[src/rtl/serial_master_port_p.sv]
// Parametrised bit-serial bus master port.
// Takes a transfer request from the master core (address, direction, burst length),
// wins the shared bus, and sends the device-select and address bits MSB first. It then
// shifts write beats out or read beats in. A stalled device-select phase times out,
// backs off and is retried a bounded number of times. Status is reported with m_done/m_err.
module serial_master_port_p #(
  parameter int DATA_W    = 8,
  parameter int ADDR_W    = 16,
  parameter int DEV_W     = 4,
  parameter int TIMEOUT   = 64,
  parameter int MAX_RETRY = 3,
  parameter int BURST_W   = 4
) (
  input  logic               clk,
  input  logic               rst,
  output logic               mode,
  output logic               wr_bus,
  input  logic               rd_bus,
  input  logic               ack,
  output logic               master_valid,
  input  logic               slave_ready,
  output logic               master_ready,
  input  logic               slave_valid,
  output logic               breq,
  input  logic               bgrant,
  input  logic               split,
  input  logic               m_start,
  input  logic               m_mode,
  input  logic [ADDR_W-1:0]  m_addr,
  input  logic [BURST_W-1:0] m_burst_len,
  input  logic [DATA_W-1:0]  m_wr_data,
  output logic               m_wr_ack,
  output logic [DATA_W-1:0]  m_rd_data,
  output logic               m_rd_valid,
  output logic               m_busy,
  output logic               m_done,
  output logic [1:0]         m_err
);

  localparam int CNT_W = $clog2(((ADDR_W > DATA_W) ? ADDR_W : DATA_W) + 1);
  localparam int TMO_W = $clog2(TIMEOUT + 1);
  localparam int RTY_W = $clog2(MAX_RETRY + 2);

  localparam logic [CNT_W-1:0] DEV_LAST  = CNT_W'(DEV_W - 1);
  localparam logic [CNT_W-1:0] ADDR_LAST = CNT_W'(ADDR_W - 1);
  localparam logic [CNT_W-1:0] DATA_LAST = CNT_W'(DATA_W - 1);
  localparam logic [TMO_W-1:0] TMO_LAST  = TMO_W'(TIMEOUT - 1);
  localparam logic [RTY_W-1:0] RTY_MAX   = RTY_W'(MAX_RETRY);

  localparam logic [1:0] ERR_OK   = 2'b00;
  localparam logic [1:0] ERR_NACK = 2'b01;
  localparam logic [1:0] ERR_TMO  = 2'b10;

  typedef enum logic [3:0] {
    S_IDLE, S_REQ, S_FETCH, S_DEV, S_ADDR, S_LOAD,
    S_WR_DATA, S_RD_DATA, S_SPLIT, S_BACKOFF, S_DONE
  } state_t;

  state_t             state;
  logic [ADDR_W-1:0]  addr_lat;   // address kept for every retry attempt
  logic [ADDR_W-1:0]  addr_sr;
  logic [BURST_W-1:0] len_lat;
  logic [BURST_W-1:0] beat_cnt;   // beats already finished; last beat when equal to len_lat
  logic [DATA_W-1:0]  data_sr;    // write shift-out or read shift-in, never both at once
  logic [CNT_W-1:0]   bit_cnt;
  logic [TMO_W-1:0]   tmo_cnt;
  logic [RTY_W-1:0]   retry_cnt;

  // Bus-side strobes decoded straight from the state register
  assign m_busy       = (state != S_IDLE);
  assign breq         = !(state inside {S_IDLE, S_BACKOFF, S_DONE});
  assign master_valid = (state inside {S_DEV, S_ADDR, S_WR_DATA});
  assign master_ready = (state == S_RD_DATA);
  assign m_wr_ack     = (state == S_LOAD);
  assign m_done       = (state == S_DONE);
  assign wr_bus       = (state inside {S_DEV, S_ADDR}) ? addr_sr[ADDR_W-1] :
                        (state == S_WR_DATA)           ? data_sr[DATA_W-1] : 1'b0;

  // Transfer sequencer: counters, shift registers and status all advance here
  always_ff @(posedge clk) begin
    if (rst) begin
      state      <= S_IDLE;
      mode       <= 1'b0;
      addr_lat   <= '0;
      addr_sr    <= '0;
      len_lat    <= '0;
      beat_cnt   <= '0;
      data_sr    <= '0;
      bit_cnt    <= '0;
      tmo_cnt    <= '0;
      retry_cnt  <= '0;
      m_rd_data  <= '0;
      m_rd_valid <= 1'b0;
      m_err      <= ERR_OK;
    end else begin
      m_rd_valid <= 1'b0;
      case (state)
        S_IDLE: begin
          if (m_start) begin
            addr_lat  <= m_addr;
            mode      <= m_mode;
            len_lat   <= m_burst_len;
            retry_cnt <= '0;
            m_err     <= ERR_OK;
            state     <= S_REQ;
          end
        end
        S_REQ: begin
          if (bgrant) state <= S_FETCH;
        end
        S_FETCH: begin
          // every attempt restarts from the latched address, not the live m_addr
          addr_sr  <= addr_lat;
          bit_cnt  <= '0;
          tmo_cnt  <= '0;
          beat_cnt <= '0;
          state    <= S_DEV;
        end
        S_DEV: begin
          tmo_cnt <= tmo_cnt + TMO_W'(1);
          if (slave_ready) begin
            addr_sr <= addr_sr << 1;
            bit_cnt <= bit_cnt + CNT_W'(1);
          end
          // a completed device select wins over a timeout on the same cycle
          if (slave_ready && bit_cnt == DEV_LAST) begin
            if (ack) begin
              state <= S_ADDR;
            end else begin
              m_err <= ERR_NACK;
              state <= S_DONE;
            end
          end else if (tmo_cnt == TMO_LAST) begin
            state <= S_BACKOFF;
          end
        end
        S_ADDR: begin
          if (slave_ready) begin
            addr_sr <= addr_sr << 1;
            bit_cnt <= bit_cnt + CNT_W'(1);
            if (bit_cnt == ADDR_LAST) begin
              bit_cnt <= '0;
              state   <= mode ? S_LOAD : S_RD_DATA;
            end
          end
        end
        S_LOAD: begin
          data_sr <= m_wr_data;
          state   <= S_WR_DATA;
        end
        S_WR_DATA: begin
          if (slave_ready) begin
            data_sr <= data_sr << 1;
            bit_cnt <= bit_cnt + CNT_W'(1);
            if (bit_cnt == DATA_LAST) begin
              bit_cnt <= '0;
              if (beat_cnt == len_lat) begin
                m_err <= ERR_OK;
                state <= S_DONE;
              end else begin
                beat_cnt <= beat_cnt + BURST_W'(1);
                state    <= S_LOAD;
              end
            end
          end
        end
        S_RD_DATA: begin
          // split parks the transfer before any bit is captured this cycle
          if (split) begin
            state <= S_SPLIT;
          end else if (slave_valid) begin
            data_sr <= {data_sr[DATA_W-2:0], rd_bus};
            bit_cnt <= bit_cnt + CNT_W'(1);
            if (bit_cnt == DATA_LAST) begin
              m_rd_data  <= {data_sr[DATA_W-2:0], rd_bus};
              m_rd_valid <= 1'b1;
              bit_cnt    <= '0;
              if (beat_cnt == len_lat) begin
                m_err <= ERR_OK;
                state <= S_DONE;
              end else begin
                beat_cnt <= beat_cnt + BURST_W'(1);
              end
            end
          end
        end
        S_SPLIT: begin
          if (!split) state <= S_RD_DATA;
        end
        S_BACKOFF: begin
          if (retry_cnt == RTY_MAX) begin
            m_err <= ERR_TMO;
            state <= S_DONE;
          end else begin
            retry_cnt <= retry_cnt + RTY_W'(1);
            state     <= S_REQ;
          end
        end
        S_DONE: begin
          state <= S_IDLE;
        end
        default: begin
          state <= S_IDLE;
        end
      endcase
    end
  end

endmodule

[config.mk]
export PLATFORM = sky130hd
export DESIGN_NAME = serial_master_port_p
export DESIGN_NICKNAME = d
export VERILOG_FILES = /design/src/rtl/serial_master_port_p.sv
export SDC_FILE = /design/constraint.sdc
export NUM_CORES = 1
export LEC_CHECK = 0
export BUFFER_PORTS_ARGS = -buffer_cell sky130_fd_sc_hd__buf_2
export CAP_MARGIN = 5
export CORE_ASPECT_RATIO = 0.9
export CORE_MARGIN = 1
export CORE_UTILIZATION = 44
export CTS_CLUSTER_SIZE = 25
export DETAILED_ROUTE_END_ITERATION = 10
export GPL_TIMING_DRIVEN = 0
export PLACE_DENSITY_LB_ADDON = 0.12
export RECOVER_POWER = 100
export SETUP_SLACK_MARGIN = 0.5
export SYNTH_ARGS = -nofsm -noshare
export SYNTH_HDL_FRONTEND = slang
export SYNTH_SLANG_ARGS = --single-unit
[constraint.sdc]
create_clock -name clk -period 1.9 [get_ports clk]
set_clock_uncertainty 0.05 [all_clocks]
set_input_delay 0.19 -clock clk [delete_from_list [all_inputs] [get_ports clk]]
set_output_delay 0.19 -clock clk [all_outputs]
set_load 0.02 [all_outputs]
==> results.json, run 1 <==
{
  "run_status": "finished, violations left",
  "violations": "setup timing",
  "cpLargestDelayFamily": "simple AND/OR/NAND/NOR gates",
  "dpl_worst_slack_ns": -0.216,
  "synth_adder_area_share_pct": 2.24,
  "hold_viol_final": 0,
  "cp_common_cell": "buf_6",
  "period_share_pct": 112,
  "numCtsBuffers": 9,
  "io_buffers": 55,
  "viasPerCell": 5.85,
  "hold_depth": 3,
  "hp-class": "in -> reg",
  "post-route-util_pct": 72.7,
  "multiInputGateArea_um2": 2990,
  "grt_pass1_vias": 3863,
  "clkLatencyLatePin_ns": 0.35,
  "worstPathMaxFanout": 5,
  "std_cell_rows": 32,
  "drv_cap": 0,
  "max_clock_freq_mhz": 468,
  "peakVddDrop_mv": 0.817,
  "combPwrFrac_pct": 57.7,
  "fp.dieH_um": 91.4,
  "rr_worst_depth": 9,
  "drive_gt1_share_pct": 52.4,
  "worst-path-stages": 7,
  "grt_start_max_net_pins": 14,
  "avgSynthCellArea_um2": 8.22,
  "cts_tree": "yes",
  "clock_sinks": 79,
  "p_int_mw": 4.75,
  "worstPathArrival_ns": 1.90,
  "net-switching-power_mw": 3.23,
  "seq_power_share_pct": 27.9,
  "synthMuxAreaShare_pct": 6.92,
  "syn2layout_area_growth_pct": 60.3,
  "dp_hpwl_mm": 7.53,
  "synth_xor_xnor_area_share_pct": 1.12,
  "die-area_um2": 9260,
  "dr.pass1.iters": 5,
  "antenna_found_initial": 0,
  "setup_viol": 39,
  "synth-simple-area-share_pct": 23.9,
  "root_buffer": "clkbuf_8",
  "synth.area.top_cells": "dfxtp_1, nand2_1, mux2i_1",
  "slew_headroom_pct": 39.2,
  "grt_pass1_wl_mm": 19.1,
  "drc": 0,
  "worst_slack_ns": -0.235,
  "fin_cells": 728,
  "slowest_delay_ns": 0.41,
  "leakage_nw": 2.46,
  "ant_nets": 0,
  "asyncSetResetFlopFracSynth_pct": 0,
  "cp.required_ns": 1.66,
  "seqCellArea_um2": 1600,
  "ys_warn_count": 0,
  "rsz0062_at_grt": "true",
  "cts.htree.levels": 3,
  "cp-end-kind": "primary output",
  "synthFlopType": "dfxtp_1",
  "wirelength_mm": 13.4,
  "vias": 4260,
  "antenna_cells": 0,
  "die_w_um": 101,
  "yosys_register_bits": 79,
  "synthDistinctLibCells": 62,
  "place_congestion": 0.906,
  "drt-wirelength-per-cell_um": 18.4,
  "coreArea_um2": 8610,
  "nets": 651,
  "clockBufferDepth": 2,
  "netlist_area_um2": 3900,
  "crit_buf_inv": 4,
  "synth_top_family_by_area": "simple AND/OR/NAND/NOR gates",
  "worstSetupPathType": "reg -> out",
  "maxSlewViolCount": 0,
  "seq_area_frac_synth_pct": 40.5,
  "period_minus_slack_ns": 2.14,
  "io_pins": 57,
  "fillers": 619,
  "crit_path_top_delay_cell": "or3b_4",
  "cp_cell_sequence": "buf_4 -> or3b_4 -> a21oi_4 -> buf_6 -> buf_12 -> nand2b_4 -> buf_6",
  "overflow": 0,
  "clkPwrFrac_pct": 14.4,
  "synth_compound_area_share_pct": 20.0,
  "p_sw_share_pct": 40.5,
  "start_kind": "register",
  "p_per_area_nw_per_um2": 1270,
  "start_util_pct": 45.4,
  "drtIter0Drc": 234,
  "synthCells": 475,
  "tightestPinTransition_ns": 0.912,
  "synth_top_area_cell": "dfxtp_1",
  "clk_pin_slew_worst_paths_ns": 0.09,
  "syn_nets": 520,
  "synth_top_area_share_pct": 40.5,
  "synth_edf_count": 0,
  "gr-usage-all-layers_pct": 26.6,
  "place_inst": 649
}
registers in the layout (all words and copies together) (netlist names), 2 cells and up:
register,count
len_lat,4
beat_cnt,4
addr_lat,16
retry_cnt,3
data_sr,8
m_err,2
bit_cnt,5
addr_sr,16
tmo_cnt,7
state,4
m_rd_data,8
cell type report:
cell class	count	share of cell area [%]
inverter	11	0.700
tap	119	2.38
clock inverter	4	0.520
sequential	79	25.5
timing repair buffer	120	15.5
multi-input combinational	353	47.7
clock buffer	10	2.20
buffer	32	5.54
synth_stat cells (all sizes together), types with 2 or more instances:
master,number
nand4,3
a311oi,11
mux2i,27
or3,3
nor2b,9
o21ai,18
buf,15
xnor2,4
nor4bb,2
a2bb2oi,2
and4,2
a211oi,20
nand3b,4
nor3,6
and2,2
ha,7
o31ai,2
or3b,2
nand2,73
and3,6
nand2b,3
dfxtp,79
a21o,2
clkbuf,17
or2,3
a22oi,5
a21oi,39
nand3,12
nor2,59
inv,11
a31oi,5
cell usage in the layout (no fill, tap or decap), types with 8 or more instances in the layout:
cell type	Yosys	routed
buf_4	4	31
a211oi_1	20	8
nand2_4	0	22
a21oi_1	38	9
nor2_2	0	17
nand2_2	0	12
nor2_1	59	35
dfxtp_1	79	73
a311oi_1	10	9
clkbuf_8	0	10
mux2i_1	27	19
buf_2	7	38
a211oi_2	0	12
clkbuf_1	16	21
a21oi_2	1	29
nand2_1	73	39
buf_6	3	39
tightest hold or removal path, cell delays in order:
cell	delay (ns)
buf_2	0.10
nand2_2	0.04
a21oi_1	0.04
worst paths after layout:
kind | to | slack, ns | startpoint
max reg2reg | bit_cnt[3] | -0.20 | bit_cnt[0]
max | master_valid | -0.24 | state[2]
min | len_lat[3] | 0.01 | m_burst_len[3]
min reg2reg | addr_lat[5] | 0.42 | addr_lat[5]
what timing repair did:
item | in CTS | in global routing
endpoints found under the hold margin | 0 | 1
hold buffers | 0 | 1
gates cloned | 3 | 4
setup endpoints to repair | 85 | 86
resized for setup | 152 | 148
setup buffers | 47 | 10
pin swaps | 34 | 43
cell families after synthesis:
logic type,Yosys count
AOI/OAI and AO/OA,117
xor gates and xnor gates,5
adders and majority gates,7
buffers and inverters,43
DFF,79
muxes,27
and+or+nand+nor,197
per-layer routing:
layer | track usage, % | routed length (um) | up-vias
met4 | 11.0 | 425 | 0
met2 | 41.8 | 6310 | 203
li1 | - | - | 1950
met1 | 34.4 | 5820 | 2056
met5 | 0 | 0 | -
met3 | 6.54 | 875 | 51
through the flow:
step | power, mW | TNS [ns] | area (um2) | hold WS (ns)
2_1_floorplan | 4.01 | -0.0117 | 4120 | 0.276
3_5_place_dp | 4.62 | -2.58 | 4540 | 0.387
3_3_place_gp | 4.58 | -2.23 | 4540 | 0.381
4_1_cts | 7.04 | -1.48 | 5680 | 0.00678
5_1_grt | 8.32 | -7.02 | 6260 | 0.00991
6_report | 7.98 | -4.32 | 6260 | 0.0145
power by group through the flow:
stage | clock (mW) | sequential (mW) | combinational (mW)
2_1_floorplan | 0 | 2.15 | 1.86
3_3_place_gp | 0 | 2.19 | 2.39
4_1_cts | 1.16 | 2.16 | 3.71
5_1_grt | 1.23 | 2.26 | 4.83
6_report | 1.15 | 2.22 | 4.60
3_5_place_dp | 0 | 2.20 | 2.42
No activity file was read; power rests on OpenSTA's default activity.
==> run 2: changes to the inputs <==
--- a/config.mk
+++ b/config.mk
@@ -8,8 +8,9 @@
 export BUFFER_PORTS_ARGS = -buffer_cell sky130_fd_sc_hd__buf_2
 export CAP_MARGIN = 5
 export CORE_ASPECT_RATIO = 0.9
-export CORE_MARGIN = 1
+export CORE_MARGIN = 3
 export CORE_UTILIZATION = 44
+export CTS_BUF_LIST = sky130_fd_sc_hd__clkbuf_8
 export CTS_CLUSTER_SIZE = 25
 export DETAILED_ROUTE_END_ITERATION = 10
 export GPL_TIMING_DRIVEN = 0
==> results.json, run 2 (synthesis results as in run 1) <==
{
  "gr-usage-all-layers_pct": 25.1,
  "overflow": 0,
  "dr.pass1.iters": 5,
  "coreArea_um2": 8340,
  "antenna_cells": 0,
  "top_regs": "addr_lat x16, addr_sr x16",
  "layout_commonest_cell": "dfxtp_1",
  "wirelength_mm": 15.0,
  "vias": 4420,
  "setup_viol": 66,
  "leakage_nw": 2.52,
  "drc": 0,
  "worst_slack_ns": -0.297,
  "hold_ws_ns": 0.0130,
  "grt_start_max_net_pins": 14,
  "numCtsBuffers": 9,
  "peakVddDrop_mv": 0.855,
  "viasPerCell": 5.92,
  "period_minus_slack_ns": 2.20,
  "dpl_worst_slack_ns": -0.186,
  "tns_ns": -5.84,
  "max_clock_freq_mhz": 455,
  "dp_hpwl_mm": 7.59,
  "cts.htree.levels": 3,
  "cp.required_ns": 2.12,
  "drt-wirelength-per-cell_um": 20.1,
  "violations": "setup timing",
  "drv_cap": 0,
  "io_pins": 57,
  "die_w_um": 105,
  "tightestPinTransition_ns": 0.800,
  "start_kind": "register",
  "start_util_pct": 46.8,
  "drive_gt1_share_pct": 52.6,
  "clk_pin_slew_worst_paths_ns": 0.08,
  "clockBufferDepth": 2,
  "slew_headroom_pct": 46.7,
  "std_cell_rows": 31,
  "dpl_cell_area_um2": 4540,
  "run_status": "finished, violations left",
  "p_per_area_nw_per_um2": 1300,
  "grt_pass1_vias": 3970,
  "cp-end-kind": "register",
  "antenna_found_initial": 0,
  "post-route-util_pct": 78.0,
  "root_buffer": "clkbuf_8",
  "maxSlewViolCount": 0,
  "nets": 671,
  "clkLatencyLatePin_ns": 0.36,
  "hold_viol_final": 0,
  "p_total_mw": 8.47,
  "io_buffers": 55,
  "worstPathMaxFanout": 4,
  "period_share_pct": 116,
  "finalInstanceArea_um2": 6510,
  "syn2layout_area_growth_pct": 66.6,
  "drtIter0Drc": 351,
  "layout_common_cells": "dfxtp_1, buf_4, nand2_1, nor2_1, buf_6",
  "worstSetupPathType": "reg -> reg",
  "fp.dieH_um": 95.4,
  "place_inst": 645,
  "worstPathArrival_ns": 2.41,
  "fin_cells": 746,
  "rsz0062_at_grt": "true",
  "hp-class": "in -> reg",
  "die-area_um2": 10000,
  "grt_pass1_wl_mm": 20.2,
  "place_congestion": 0.925,
  "cts_tree": "yes",
  "ant_nets": 0,
  "clock_sinks": 79
}
[run 2: worst max-delay path, stage by stage (launching register included)]
cell        delay, ns
dfxtp_1          0.38
buf_6            0.14
buf_6            0.10
buf_4            0.14
clkinvlp_4       0.14
buf_4            0.19
a2111oi_4        0.41
o21ai_2          0.12
and3_4           0.20
a311oi_2         0.23
[run 2: area by class of cell]
type,instances,area (um2)
multi-input cells,353,2970
fillers,537,1830
well taps,115,144
flip-flops and latches,79,1600
plain buffers,32,360
clock buffers,9,124
inverters,11,50.0
clock inverters,7,66.3
repair buffers,140,1190
[run 2: worst paths after layout]
| path | endpoint | slack [ns] | startpoint | cells after the start |
|---|---|---|---|---|
| min | addr_lat[1] | 0.01 | m_addr[1] | 3 |
| max | state[1] | -0.30 | state[2] | 9 |
| max reg2reg | state[1] | -0.30 | state[2] | 9 |
| min reg2reg | addr_lat[9] | 0.41 | addr_lat[9] | 2 |
[run 2: where the power goes]
group | internal [mW] | switching [mW] | total, mW
clock | 0.598 | 0.649 | 1.25
combinational | 2.54 | 2.45 | 4.99
sequential | 1.96 | 0.272 | 2.24
[run 2: metal layers]
metal / vias up / track usage (%) / wire length (um)
met5: - / 0 / 0
met4: 0 / 7.98 / 439
met3: 69 / 4.94 / 1000
met2: 216 / 42.6 / 7300
met1: 2149 / 32.5 / 6250
li1: 1986 / - / -
[run 2: what timing repair did]
| item | in CTS | in global routing |
|---|---|---|
| hold buffers | 0 | 0 |
| pin swaps | 44 | 66 |
| resized for setup | 142 | 142 |
| setup endpoints to repair | 85 | 86 |
| buffers inserted | 52 | 27 |
| cloned | 4 | 2 |
